## config.mk

```make
export PLATFORM = sky130hd
export DESIGN_NAME = pad_ai_ctrl
export DESIGN_NICKNAME = d
export VERILOG_FILES = /design/src/rtl/pad_ai_ctrl.sv
export SDC_FILE = /design/constraint.sdc
export NUM_CORES = 1
export LEC_CHECK = 0
export CORE_AREA = 2 2 39 41
export DETAILED_ROUTE_END_ITERATION = 7
export DIE_AREA = 0 0 41 43
export PLACE_DENSITY = 0.7
export REMOVE_ABC_BUFFERS = 1
export SETUP_SLACK_MARGIN = 0.02
export SLEW_MARGIN = 25
export SYNTH_ARGS = -nofsm -noshare
export SYNTH_HDL_FRONTEND = slang
export SYNTH_SLANG_ARGS = --single-unit
```

## constraint.sdc

```tcl
create_clock -name i_clk -period 4.05 [get_ports i_clk]
set_input_delay 1.215 -clock i_clk [delete_from_list [all_inputs] [get_ports i_clk]]
set_output_delay 1.215 -clock i_clk [all_outputs]
set_load 0.1 [all_outputs]
```

## src/rtl/pad_ai_ctrl.sv

```systemverilog
// Computer-controlled Pong paddle: tracks the approaching ball one column per move tick
// and returns home while the ball recedes. Optional miss jitter via macro PAD_AI_JITTER_EN.
module pad_ai_ctrl #(
    parameter int unsigned COLS     = 8,
    parameter int unsigned XW       = 3,
    parameter int unsigned PAD_HALF = 1,
    parameter int unsigned HOME     = 3
) (
    input  logic          i_clk,
    input  logic          i_rst,
    input  logic          i_playing,
    input  logic [1:0]    i_speed,
    input  logic [XW-1:0] i_ball_x,
    input  logic          i_ball_toward,
    output logic [XW-1:0] o_pad_x,
    output logic          o_pad_moved,
    output logic          o_pad_dir
);

    localparam logic [1:0] S_IDLE   = 2'd0;
    localparam logic [1:0] S_TRACK  = 2'd1;
    localparam logic [1:0] S_RETURN = 2'd2;

    localparam logic [XW:0]   C_COLS = (XW+1)'(COLS);
    localparam logic [XW-1:0] C_LAST = XW'(COLS - 1);
    localparam logic [XW-1:0] C_PMIN = XW'(PAD_HALF);
    localparam logic [XW-1:0] C_PMAX = XW'(COLS - 1 - PAD_HALF);
    localparam logic [XW-1:0] C_HOME = XW'(HOME);

    logic [1:0]    r_state;
    logic [1:0]    r_cnt;
    logic [XW-1:0] r_pad_x;
    logic          r_pad_moved;
    logic          r_pad_dir;

    logic [1:0]    w_next_state;
    logic          w_tick;
    logic          w_suppress;
    logic [XW-1:0] w_ball_sat;
    logic [XW-1:0] w_track_tgt;
    logic [XW-1:0] w_target;
    logic          w_move_en;
    logic          w_step_up;
    logic          w_step_dn;

`ifdef PAD_AI_JITTER_EN
    logic [7:0] r_lfsr;
    logic       w_lfsr_fb;

    assign w_lfsr_fb  = r_lfsr[7] ^ r_lfsr[5] ^ r_lfsr[4] ^ r_lfsr[3];
    // Pre-advance value decides suppression for the current tick
    assign w_suppress = (r_lfsr[2:0] == 3'b000);

    always_ff @(posedge i_clk) begin
        if (i_rst) begin
            r_lfsr <= 8'hA5;
        end else if (w_tick) begin
            r_lfsr <= {r_lfsr[6:0], w_lfsr_fb};
        end
    end
`else
    assign w_suppress = 1'b0;
`endif

    always_ff @(posedge i_clk) begin
        if (i_rst) begin
            r_state <= S_IDLE;
        end else begin
            r_state <= w_next_state;
        end
    end

    // Next state, tick decode and move decision
    always_comb begin
        w_next_state = S_IDLE;
        w_tick       = 1'b0;
        w_ball_sat   = i_ball_x;
        w_track_tgt  = i_ball_x;
        w_target     = C_HOME;
        w_move_en    = 1'b0;
        w_step_up    = 1'b0;
        w_step_dn    = 1'b0;

        if (!i_playing) begin
            w_next_state = S_IDLE;
        end else if (i_ball_toward) begin
            w_next_state = S_TRACK;
        end else begin
            w_next_state = S_RETURN;
        end

        w_tick = i_playing && (r_cnt >= i_speed);

        if ({1'b0, i_ball_x} >= C_COLS) begin
            w_ball_sat = C_LAST;
        end
        if (w_ball_sat < C_PMIN) begin
            w_track_tgt = C_PMIN;
        end else if (w_ball_sat > C_PMAX) begin
            w_track_tgt = C_PMAX;
        end else begin
            w_track_tgt = w_ball_sat;
        end

        if (r_state == S_TRACK) begin
            w_target = w_track_tgt;
        end

        w_move_en = w_tick && (r_state != S_IDLE) && !w_suppress;
        w_step_up = w_move_en && (r_pad_x < w_target);
        w_step_dn = w_move_en && (r_pad_x > w_target);
    end

    always_ff @(posedge i_clk) begin
        if (i_rst) begin
            r_cnt <= 2'd0;
        end else if (!i_playing || w_tick) begin
            r_cnt <= 2'd0;
        end else begin
            r_cnt <= r_cnt + 2'd1;
        end
    end

    // Paddle position; leaving play or sitting idle snaps home without a pulse
    always_ff @(posedge i_clk) begin
        if (i_rst) begin
            r_pad_x     <= C_HOME;
            r_pad_moved <= 1'b0;
            r_pad_dir   <= 1'b0;
        end else begin
            r_pad_moved <= 1'b0;
            if (!i_playing || (r_state == S_IDLE)) begin
                r_pad_x <= C_HOME;
            end else if (w_step_up) begin
                r_pad_x     <= r_pad_x + XW'(1);
                r_pad_dir   <= 1'b1;
                r_pad_moved <= 1'b1;
            end else if (w_step_dn) begin
                r_pad_x     <= r_pad_x - XW'(1);
                r_pad_dir   <= 1'b0;
                r_pad_moved <= 1'b1;
            end
        end
    end

    assign o_pad_x     = r_pad_x;
    assign o_pad_moved = r_pad_moved;
    assign o_pad_dir   = r_pad_dir;

endmodule

```

==> impl_metrics.ini, run 1 <==
[die]
dieArea_sq_um = 1760
floorplan.die.width_microns = 41
floorplan.core_area_sq_um = 1380
placementRows = 14
dieHeight_microns = 43
initial_utilization_pct = 40.1
floorplan.io_pins = 14

[setup_path]
critical_path_arrival_ps = 3840
crit_path_cell_trace = clkdlybuf4s50_1 > inv_1 > maj3_1 > nand2_1 > ha_1 > nand3b_1 > nand2_1 > or3_4 > fa_1 > a211oi_1 > o211a_1 > mux2i_1
setup.worst_path.start_class = input pin
cpMostUsedCell = sky130_fd_sc_hd__nand2_1
timing.setup.critical_path_class = input pin to flop
timing.critical_path.required_ps = 4230
critical-path-max-stage-delay_ps = 450
cp-end-kind = flop
rrSetupSlack_ps = 1350
critical_path.max_fanout = 3
slowest_stage = sky130_fd_sc_hd__clkdlybuf4s50_1

[clocking]
clock-root-buffer = sky130_fd_sc_hd__clkbuf_4
cts_buffer_depth = 2
later_pin_clock_latency_in_the_skew_report_ps = 250
clk_pin_slew_worst_paths_ps = 60
cts_num_sinks = 9
tritoncts = yes
post_cts_resize_count = 0
cts_made_buffers = 3
h-tree-depth = 1
post_cts_buffers = 0
cts_hold_repair.buffers = 0

[final_layout]
area_growth_from_synthesis_to_layout_pct = 31.8
insertedDiodeCount = 0
fin_nets = 94
drive_gt1_share_pct = 8.97
finish.cell_count_without_fillers = 94
layout.core_utilization_pct = 52.9
post-route-cell-area_sq_um = 732

[yosys]
synthMostInstantiatedCell = sky130_fd_sc_hd__dfxtp_1
ys_warn_count = 0
synth.avg_cell_area_sq_um = 9.11
number_of_storage_elements_in_the_synthesis_netlist = 9
postSynthCellCount = 61
postSynth.topFlopCell = sky130_fd_sc_hd__dfxtp_1
synthDistinctLibCells = 30
async_reset_ff_share_pct = 0
synth-edff-count = 0
synthesis.area_sq_um = 556
yosysTopAreaCell = sky130_fd_sc_hd__dfxtp_1
synth_sequential_area_ratio_pct = 32.4
most_frequent_cells_after_synthesis = 9 x sky130_fd_sc_hd__dfxtp_1, 6 x sky130_fd_sc_hd__inv_1, 6 x sky130_fd_sc_hd__nand2_1, 5 x sky130_fd_sc_hd__ha_1, 4 x sky130_fd_sc_hd__nor2b_1
synth_largest_type_area_fraction_pct = 32.4
top_cells_by_area_synth = sky130_fd_sc_hd__dfxtp_1 32%, sky130_fd_sc_hd__ha_1 11%, sky130_fd_sc_hd__nor2b_1 4.5%, sky130_fd_sc_hd__inv_1 4.1%, sky130_fd_sc_hd__nand2_1 4.1%

[drt]
first_iter_violations = 5
vias_per_cell = 5.01
detail-route-antenna-nets = 0
drt_pre_antenna_iters = 3
wl_microns = 992
detail_route.wl_per_cell_microns = 10.6
routed-via-count = 471
drt_drc_violations_left = 0

[timing]
setup_viol_count_final = 0
final_critical_path_setup_slack_ps = 391
max_freq_ghz = 0.273
fin_tns_setup_ps = 0
timing_max_transition_violations_final = 0
timing.clock.skew_ps = 2.01
unrepaired_setup_endpoints_after_global_routing = false
worst_slew_margin_rel_pct = 34.9
max_slew.worst_pin.slew_ps = 974
post-route-period-util_pct = 90.4
final-hold-violation-count = 0
final_period_demand_of_the_worst_path_ps = 3660

[place]
dpl_worst_slack_ps = 136
dpl.cell_count = 90
place_area_sq_um = 706
detailed_place_hpwl_microns = 835
globalplace.congestion = 0.740
port-buffer-count = 13

[job]
cap_violations = 0

[worst_hold_path]
min_delay_path_class = flop to flop

[power_and_ir_drop]
p_leak_nw = 0.327
ir_drop_uv = 200
p_per_area_nw_per_um2 = 255

[global_route]
grt.overflow.total = 0
pin_count_of_the_biggest_net_entering_global_routing = 6
globalRouteTotalUtil_pct = 14.7
via_count_of_the_first_global_routing_pass = 440
initial_antenna_violation_count = 0
grt_first_pass_wirelength_mm = 1.77

[status]
outcome = complete, no violations
## per-stage QoR
stage                     hold slack [ps]  total power, W
after CTS                             458        0.000191
after global routing                  505        0.000199
after global placement                442        0.000122
final                                 454        0.000187
after floorplan                       425        0.000110
after detailed placement              445        0.000122
## worst max-delay path, delay by kind of cell
kind	cells	cell delay [ps]
adders and majority gates	3	890
and+or+nand+nor	4	700
buffers and inverters	2	490
AOI/OAI and AO/OA	2	380
muxes	1	170
## report_power, final
group          switching, W  internal [W]  leakage, nW  total [W]
logic             0.0000136     0.0000152        0.239  0.0000287
registers        0.00000121     0.0000903       0.0731  0.0000915
clock network     0.0000287     0.0000378       0.0150  0.0000665
total             0.0000435      0.000143        0.327   0.000187
## metal layers
metal | wire length, microns | vias up | GRT usage (%) | share of wire [%]
li1 | - | 254 | - | -
met1 | 464 | 208 | 18.9 | 47
met2 | 479 | 9 | 21.9 | 48
met3 | 47 | 0 | 7.85 | 4.7
met4 | 0 | 0 | 2.00 | 0
met5 | 0 | - | 0 | 0
## layout by cell type (no fill, tap or decap), types with 2 or more instances in the layout
cell type / count
sky130_fd_sc_hd__o21ai_0: 2
sky130_fd_sc_hd__a31oi_1: 2
sky130_fd_sc_hd__clkbuf_4: 3
sky130_fd_sc_hd__nand2_1: 6
sky130_fd_sc_hd__ha_1: 5
sky130_fd_sc_hd__dfxtp_1: 9
sky130_fd_sc_hd__nor2b_1: 4
sky130_fd_sc_hd__nor2_1: 2
sky130_fd_sc_hd__clkdlybuf4s50_1: 13
sky130_fd_sc_hd__nand2b_1: 2
sky130_fd_sc_hd__nor4_1: 2
sky130_fd_sc_hd__inv_1: 6
sky130_fd_sc_hd__a211oi_1: 2
## cell type report
type,count,area [sq um]
clock buffer,4,26.3
fill,137,652
inverter,6,22.5
multi-input combinational,46,353
sequential,9,180
tap,16,20.0
timing repair buffer,13,130
## sequential cells by signal, indices dropped and copies added (netlist names)
name         flops
o_pad_dir        1
o_pad_moved      1
r_cnt            2
o_pad_x          3
r_state          2
## kinds of logic (layout without fill, tap and decap cells)
kind of cell	Yosys count	after routing	synth area share, %
flops	9	9	32.4
buf+inv	6	23	4.05
fa+ha+maj	7	7	16.7
mux	1	1	1.80
compound gates	15	15	20.5
simple gates	22	22	23.0
xor+xnor	1	1	1.58
## path summary, 6_finish.rpt
kind / startpoint / end / cells past startpoint
max: i_ball_x[0] / o_pad_x[2] / 12
min: r_cnt[0] / r_cnt[0] / 1
max reg2reg: r_state[0] / o_pad_x[2] / 10
min reg2reg: r_cnt[0] / r_cnt[0] / 1
Power figures use the tool's default switching activity.
==> inputs of run 2 (changes only) <==
- REMOVE_ABC_BUFFERS: 1 -> not set
- SETUP_SLACK_MARGIN: 0.02 -> not set
==> results of run 2 <==
No change in the layout: final DEF, timing and power equal those of run 1.
